<file path="src/rtl/store_align_unit_pkg.sv">
// Shared store-op encodings, FSM states and op-size helper for the store alignment unit.
package store_align_unit_pkg;

  localparam int STORE_OP_WIDTH = 3;

  localparam logic [STORE_OP_WIDTH-1:0] STORE_OP_SB = 3'd0;
  localparam logic [STORE_OP_WIDTH-1:0] STORE_OP_SH = 3'd1;
  localparam logic [STORE_OP_WIDTH-1:0] STORE_OP_SW = 3'd2;
  localparam logic [STORE_OP_WIDTH-1:0] STORE_OP_SD = 3'd3;

  typedef enum logic [1:0] {
    ST_IDLE  = 2'd0,
    ST_BEAT0 = 2'd1,
    ST_BEAT1 = 2'd2,
    ST_RESP  = 2'd3
  } state_e;

  // Access size in bytes; 0 marks an unknown op.
  function automatic logic [3:0] op_bytes(input logic [STORE_OP_WIDTH-1:0] op);
    case (op)
      STORE_OP_SB: op_bytes = 4'd1;
      STORE_OP_SH: op_bytes = 4'd2;
      STORE_OP_SW: op_bytes = 4'd4;
      STORE_OP_SD: op_bytes = 4'd8;
      default:     op_bytes = 4'd0;
    endcase
  endfunction

endpackage

</file>
<file path="src/rtl/store_lane_shifter.sv">
// Combinational lane shifter: positions store data across two bus words and builds byte strobes.
module store_lane_shifter
  import store_align_unit_pkg::*;
#(
  parameter int DW = 32,
  localparam int NB = DW / 8,
  localparam int OW = $clog2(NB)
) (
  input  logic [OW-1:0]             off_i,
  input  logic [STORE_OP_WIDTH-1:0] op_i,
  input  logic [DW-1:0]             data_i,
  output logic [2*DW-1:0]           sh_o,
  output logic [2*NB-1:0]           st_o,
  output logic                      split_o,
  output logic                      misaligned_o,
  output logic                      illegal_o
);

  logic [3:0]      nbytes;
  logic [2*NB-1:0] lo_mask;
  logic [2*DW-1:0] sh_raw;
  logic [OW-1:0]   amask;

  assign nbytes       = op_bytes(op_i);
  assign illegal_o    = (nbytes == 4'd0) || (32'(nbytes) > NB);
  assign lo_mask      = ((2*NB)'(1) << nbytes) - (2*NB)'(1);
  assign st_o         = lo_mask << off_i;
  assign sh_raw       = {{DW{1'b0}}, data_i} << {off_i, 3'b000};
  assign amask        = OW'(nbytes - 4'd1);
  assign misaligned_o = |(off_i & amask);
  assign split_o      = |st_o[2*NB-1:NB];

  // Unused lanes are forced to zero so stray upper data bits never reach the bus.
  for (genvar i = 0; i < 2*NB; i++) begin : g_lane
    assign sh_o[8*i +: 8] = st_o[i] ? sh_raw[8*i +: 8] : 8'h00;
  end

endmodule

</file>
<file path="src/rtl/store_align_unit.sv">
// Store alignment unit: accepts a CPU store, issues one or two aligned bus beats, then pulses done.
// Optional macro STORE_ALIGN_SPLIT_EN allows misaligned stores (split across two beats when needed).
module store_align_unit
  import store_align_unit_pkg::*;
#(
  parameter int DW = 32,
  parameter int AW = 32
) (
  input  logic                      clk,
  input  logic                      resetn,
  input  logic                      req_valid,
  output logic                      req_ready,
  input  logic [AW-1:0]             req_addr,
  input  logic [STORE_OP_WIDTH-1:0] req_op,
  input  logic [DW-1:0]             req_data,
  output logic                      mem_valid,
  input  logic                      mem_ready,
  output logic [AW-1:0]             mem_addr,
  output logic [DW-1:0]             mem_wdata,
  output logic [DW/8-1:0]           mem_wstrb,
  output logic                      done,
  output logic                      fault
);

  localparam int NB = DW / 8;
  localparam int OW = $clog2(NB);

`ifdef STORE_ALIGN_SPLIT_EN
  localparam bit SPLIT_EN = 1'b1;
`else
  localparam bit SPLIT_EN = 1'b0;
`endif

  state_e          state_q, state_d;
  logic [AW-1:0]   addr_q;
  logic [DW-1:0]   wdata_q, b1_wdata_q;
  logic [NB-1:0]   wstrb_q, b1_wstrb_q;
  logic            split_q, fault_q;

  logic [2*DW-1:0] sh;
  logic [2*NB-1:0] st;
  logic            split, misaligned, illegal;
  logic            accept, req_fault, beat_hs, to_beat1;

  store_lane_shifter #(.DW(DW)) u_shifter (
    .off_i        (req_addr[OW-1:0]),
    .op_i         (req_op),
    .data_i       (req_data),
    .sh_o         (sh),
    .st_o         (st),
    .split_o      (split),
    .misaligned_o (misaligned),
    .illegal_o    (illegal)
  );

  assign accept    = req_valid && req_ready;
  assign req_fault = illegal || (misaligned && !SPLIT_EN);
  assign beat_hs   = mem_valid && mem_ready;
  assign to_beat1  = (state_q == ST_BEAT0) && beat_hs && SPLIT_EN && split_q;

  assign req_ready = (state_q == ST_IDLE);
  assign mem_valid = (state_q == ST_BEAT0) || (state_q == ST_BEAT1);
  assign done      = (state_q == ST_RESP);
  assign fault     = (state_q == ST_RESP) && fault_q;
  assign mem_addr  = addr_q;
  assign mem_wdata = wdata_q;
  assign mem_wstrb = wstrb_q;

  always_ff @(posedge clk or negedge resetn) begin
    if (!resetn) state_q <= ST_IDLE;
    else         state_q <= state_d;
  end

  always_comb begin
    state_d = state_q;
    case (state_q)
      ST_IDLE:  if (accept) state_d = req_fault ? ST_RESP : ST_BEAT0;
      ST_BEAT0: if (beat_hs) state_d = (SPLIT_EN && split_q) ? ST_BEAT1 : ST_RESP;
      ST_BEAT1: if (beat_hs) state_d = ST_RESP;
      ST_RESP:  state_d = ST_IDLE;
      default:  state_d = ST_IDLE;
    endcase
  end

  // Beat registers only move on accept or on the beat0->beat1 handoff, so they hold during stalls.
  always_ff @(posedge clk or negedge resetn) begin
    if (!resetn) begin
      addr_q     <= '0;
      wdata_q    <= '0;
      wstrb_q    <= '0;
      b1_wdata_q <= '0;
      b1_wstrb_q <= '0;
      split_q    <= 1'b0;
      fault_q    <= 1'b0;
    end else if (accept) begin
      fault_q <= req_fault;
      if (!req_fault) begin
        addr_q     <= {req_addr[AW-1:OW], {OW{1'b0}}};
        wdata_q    <= sh[DW-1:0];
        wstrb_q    <= st[NB-1:0];
        b1_wdata_q <= sh[2*DW-1:DW];
        b1_wstrb_q <= st[2*NB-1:NB];
        split_q    <= split;
      end
    end else if (to_beat1) begin
      addr_q  <= addr_q + AW'(NB);
      wdata_q <= b1_wdata_q;
      wstrb_q <= b1_wstrb_q;
    end
  end

endmodule

</file>
<file path="config.mk">
export PLATFORM = sky130hd
export DESIGN_NAME = store_align_unit
export DESIGN_NICKNAME = d
export VERILOG_FILES = /design/src/rtl/store_align_unit_pkg.sv /design/src/rtl/store_lane_shifter.sv /design/src/rtl/store_align_unit.sv
export SDC_FILE = /design/constraint.sdc
export NUM_CORES = 1
export LEC_CHECK = 0
export CAP_MARGIN = 30
export CORE_MARGIN = 4
export CORE_UTILIZATION = 37
export DETAILED_ROUTE_END_ITERATION = 12
export PLACE_DENSITY = 0.72
export SYNTH_ARGS = -nofsm -noshare
export SYNTH_HDL_FRONTEND = slang
export SYNTH_SLANG_ARGS = --single-unit
</file>
<file path="constraint.sdc">
create_clock -name clk -period 1.8 [get_ports clk]
set_input_delay 0.36 -clock clk [delete_from_list [all_inputs] [get_ports clk]]
set_output_delay 0.36 -clock clk [all_outputs]
set_load 0.1 [all_outputs]
</file>
Word level (Yosys, flattened, before mapping):

Index checks and enable logic that the tools add are counted.

* bits in registers: 69
* input port bits: 71
* output and inout bits: 72
* logic and storage cells: 43

* $add $sub $neg: 2
* order comparisons: 1
* eq/ne operators: 8
* shift operators: 3
* mux-type cells: 9
* bitwise logic cells: 2
* reductions and logical operators: 13

Operators by type and width (count)
* $mux 8: 4
* $shl 32x5->32: 1
* $pmux 4 s4: 1
* $shl 1x4->8 const A: 1
* $shl 8x2->4: 1
* $sub 8x2->8 const B: 1
* $eq 3x2->1 const B: 2
* $mux 2: 3
* $pmux 2 s3: 1
* $eq 2x2->1 const B: 2
* $gt 4x3->1 const B: 1
* $logic_not 4->1: 1
* $ne 2x1->1 const B: 2
* $reduce_and 2->1: 2
* $reduce_or 2->1: 2
* $eq 3x1->1 const B: 1
* $logic_and 1x1->1: 3
* $logic_not 3->1: 1
* $logic_or 1x1->1: 3
* $and 2x2->2: 1
* $eq 2x1->1 const B: 1
* $logic_not 2->1: 1
* $sub 2x1->2 const B: 1
* $not 1->1: 1

Logic depth before layout (Yosys ltp):

* word-level depth: 9
* gate-level depth with buffers: 7
* mapped depth without buffers: 6

Cells and area by module:

From an unflattened synthesis, not the netlist that was laid out.

* cell total of the unflattened synthesis: 364
* area total of the unflattened synthesis: 4081.4 sq um

By module, submodules not included
* store_align_unit: times used 1, cells each 162, area each 2755.1 sq um, sequential area each 1726.7 sq um
* store_lane_shifter: times used 1, cells each 202, area each 1326.3 sq um, sequential area each 0.0 sq um

Worst setup path before layout:

No wires, ideal clock.

* path kind: flip-flop to output port
* from: register state_q[0]
* to: output port fault
* arrival: 2.047 ns
* required time: 1.440 ns
* setup slack: -0.607 ns
* stages on the path, launching flop included: 3
* buffers on the path: 0
* cell sequence: dfrtp_1 > ha_1 > and2_1

* word-level cells in the longest chain between the ends: 2

Ends and longest elaborated chain
* start: declaration: RTL line store_align_unit.sv:34 `state_e state_q, state_d;`
* start signal: assignment: RTL line store_align_unit.sv:71 `else state_q <= state_d;`
* $eq 2x2->1
* via done: RTL line store_align_unit.sv:21 `output logic done,`
* $logic_and 1x1->1: RTL line store_align_unit.sv:64 `assign fault = (state_q == ST_RESP) && fault_q;`
* end: declaration: RTL line store_align_unit.sv:22 `output logic fault`

The timed path passes the listed nets, and every way through them passes these cells.

Worst setup path after layout:

* from: input port req_addr[1]
* to: register wdata_q[31] (netlist: mem_wdata[31])

* word-level cells in the longest chain between the ends: 5
* elaborated cells on any way between the ends: 8
* those cells by class: shift (2); mux (1); bitwise (2); reduce/logical (3)

Ends and longest elaborated chain
* start: declaration: RTL line store_align_unit.sv:13 `input logic [AW-1:0] req_addr,`
* branches (longest 5 deep; another with $shl 32x5->32)
* end signal: assignment: RTL line store_align_unit.sv:99 `wdata_q <= sh[DW-1:0];`
* end signal: assignment: RTL line store_align_unit.sv:107 `wdata_q <= b1_wdata_q;`
* end: declaration: RTL line store_align_unit.sv:36 `logic [DW-1:0] wdata_q, b1_wdata_q;`

Several ways; the timed one is not identified.
A chain may end at the register's enable or synchronous reset.

==> summary.md <==
| Metric | Value |
|---|---|
| Outcome | finished, final reports clean |
| Number of global-route vias before repair | around 2.9k |
| Wire length per cell | between 15 and 20 um |
| Worst EP required | about 2 ns |
| Post-CTS Hold Buffers | 0 |
| ANT nets after route | 0 |
| Synth Area in Compound Gates | 0.150 |
| CP top delay family | buffers and inverters |
| Port buffer count | 140 |
| CP startpoint kind | input port |
| CP most frequent cell | buf_4 |
| Top cells by area, synth | dfrtp_1 53%, mux2_2 11%, nand2_1 5.1% |
| Register area | approximately 1700 um^2 |
| Setup WS pre-CTS | -0.311 ns |
| Register bit total from synthesis | a little under 70 |
| Row count | 33 |
| Post-CTS Setup Inserts | 0 |
| CTS buffer count | 9 |
| Via density | approximately 5 |
| Final Max Tran Viols | 0 |
| Iteration-0 DRC Markers | 72 |
| WP data arrival | around 1.9 ns |
| Largest family of logic cells by synthesized area | multiplexers |
| Syn_area_per_cell | around 12 um^2 |
| Latest clock arrival within the worst-skew pair | between 0.3 and 0.4 ns |
| DIE AREA | around 10000 um^2 |
| Area Overhead vs Synth | 81.0% |
| Synth Area in Adders | 0.0116 |
| Pre-antenna DRT Iters | 4 |
| Final Cell Area | slightly below 6000 um^2 |
| Multi-input gate area | about 1400 um^2 |
| Setup slack, reg-to-reg | 0.18 ns |
| Ant diodes | 0 |
| Total wire length | 9610 um |
| Yosys warnings | 0 |
| Final #Nets | a little over 500 |
| Max cap viols | 0 |
| Cell area after synthesis | 3240 um^2 |
| Most frequent cells in the layout | 77 x buf_12, 69 x dfrtp_1, 67 x clkdlybuf4s50_1 |
| WS Path Type | input port to register |
| CTS tree | built |
| Netlist cell types | 34 |
| Via Count | 2782 |
| Synth area leader | dfrtp_1 |
| H-tree levels | 3 |
| Worst Path Max Fanout | 8 |
| Largest net degree at the start of global routing | 70 |
| Initial antenna violation count | 0 |
| Placed cell area | roughly 5700 um^2 |
| Fin crit share | 0.958 |
| Simple-Gate Fraction of Synth Area | 0.0923 |
| Buf/Inv on CP | 3 |
| Fin crit period | around 1.7 ns |
| Initial Util | 0.387 |
| Share of the synthesized area in the top cell type | 0.533 |
| Placer Congestion | 0.868 |
| Commonest non-fill, non-tap cell in the layout | buf_12 |
| XOR/XNOR Fraction of Synth Area | 0 |
| Setup-failing EPs final | 0 |
| Share of layout cells above drive strength 1 | 0.372 |
| Fmax | about 0.58 GHz |
| Deepest clock path buffer count | 2 |
| Final WS setup | roughly 0.075 ns |
| CTS Sinks | just under 70 |
| Fillcell total | between 500 and 600 |
| Final Skew | ~0.0056 ns |
| Root buf cell | clkbuf_8 |
| First-pass GRT wire length | 15100 um |
| Seq/Total Area, Yosys | 0.533 |
| Global Route Usage Sum | 0.191 |
| Slowest-stage cell, CP | clkdlybuf4s50_1 |
| Layout Utilization | 0.700 |
| Hold/Removal Path Class | input port to asynchronous set/reset pin |
| Worst-path clk slew | 0.07 ns |
| Mux share of post-synthesis cell area | 0.161 |
| DP HPWL | ~7600 um |
| Hold Fails Final Rpt | 0 |
| DRC | 0 |
| Gr ovfl total | 0 |
| Endpoint class of the critical path | register |
| Crit-path max cell delay | 0.55 ns |
| I/O Pins | 143 |
| Setup_tns | 0 ns |
| CP cell instances | clkdlybuf4s50_1 -> buf_4 -> buf_4 -> mux2_2 -> o211ai_1 -> o21ai_0 |
| Die Wd | approximately 100 um |
| Resized Gates After CTS | 0 |
| Core area | ~8400 um^2 |
| Die Ht | 102 um |
| Synth Instances | between 200 and 300 |
[through the flow]
| step | hold slack (ns) | instances |
|---|---|---|
| detailed placement | 0.422 | 533 |
| finish | 0.0292 | 548 |
| global route | 0.0600 | 548 |
| floorplan | 0.0644 | 282 |
| global placement | 0.407 | 533 |
| CTS | 0.0544 | 548 |
[synthesized netlist by cell type (all sizes together)]
cell and instances:
a211o 7, a21o 1, a21oi 13, a221oi 1, a32o 7, and2 1, buf 20, clkbuf 2
conb 1, dfrtp 69, ha 3, inv 8, mux2 32, mux2i 16, nand2 44, nor2 9
nor2b 9, nor3 3, o2111ai 1, o211ai 2, o21ai 14, o22ai 1, o31ai 16, or3 1
[worst reg2reg max path, delay by kind of cell (launching register included)]
kind | cells | cell delay (ns)
flops | 1 | 0.41
fa+ha+maj | 1 | 0.20
compound gates | 2 | 0.34
buf+inv | 3 | 0.47
simple gates | 1 | 0.13
[sequential cells by signal, summed over array words and instances (netlist names)]
register	count
mem_wdata	32
mem_wstrb	4
mem_addr	30
state_q	2
fault_q	1
[final timing paths]
kind / from / to / depth (start not counted)
max in group asynchronous: resetn / mem_wstrb[0]$_DFFE_PN0P_ / 2
worst max-delay path: req_addr[1] / mem_wdata[31]$_DFFE_PN0P_ / 6
worst min-delay path: resetn / state_q[0]$_DFFE_PN0P_ / 2
min in group clk: fault_q$_DFFE_PN0P_ / fault_q$_DFFE_PN0P_ / 2
worst min register to register: fault_q$_DFFE_PN0P_ / fault_q$_DFFE_PN0P_ / 2
worst max register to register: state_q[0]$_DFFE_PN0P_ / mem_wdata[28]$_DFFE_PN0P_ / 7
[layout make-up]
type | instances | area share
Timing Repair Buffer | 168 | 0.409
Sequential cell | 69 | 0.294
Multi-Input combinational cell | 183 | 0.239
Clock buffer | 14 | 0.0294
Tap cell | 105 | 0.0224
Inverter | 8 | 0.00512
Clock inverter | 1 | 0.000853
[layer usage]
metal | up-vias | share of wire | GRT usage | routed length, um
met5 | - | 0 | 0 | 0
met4 | 0 | 0.026 | 0.0798 | 249
met3 | 16 | 0.065 | 0.0468 | 623
met2 | 103 | 0.53 | 0.328 | 5070
met1 | 1364 | 0.38 | 0.229 | 3670
li1 | 1299 | - | - | -
[logic make-up after synthesis]
kind of cell             Yosys count
AO/OA/AOI/OAI                     63
adder cells (fa/ha/maj)            3
buffers and inverters             30
flip-flops                        69
multiplexers                      48
other                              1
AND/OR/NAND/NOR                   67
Power is left out: the tool's default activity adds up to more than one toggle a clock period on the data nets, which glitch-free logic cannot reach.
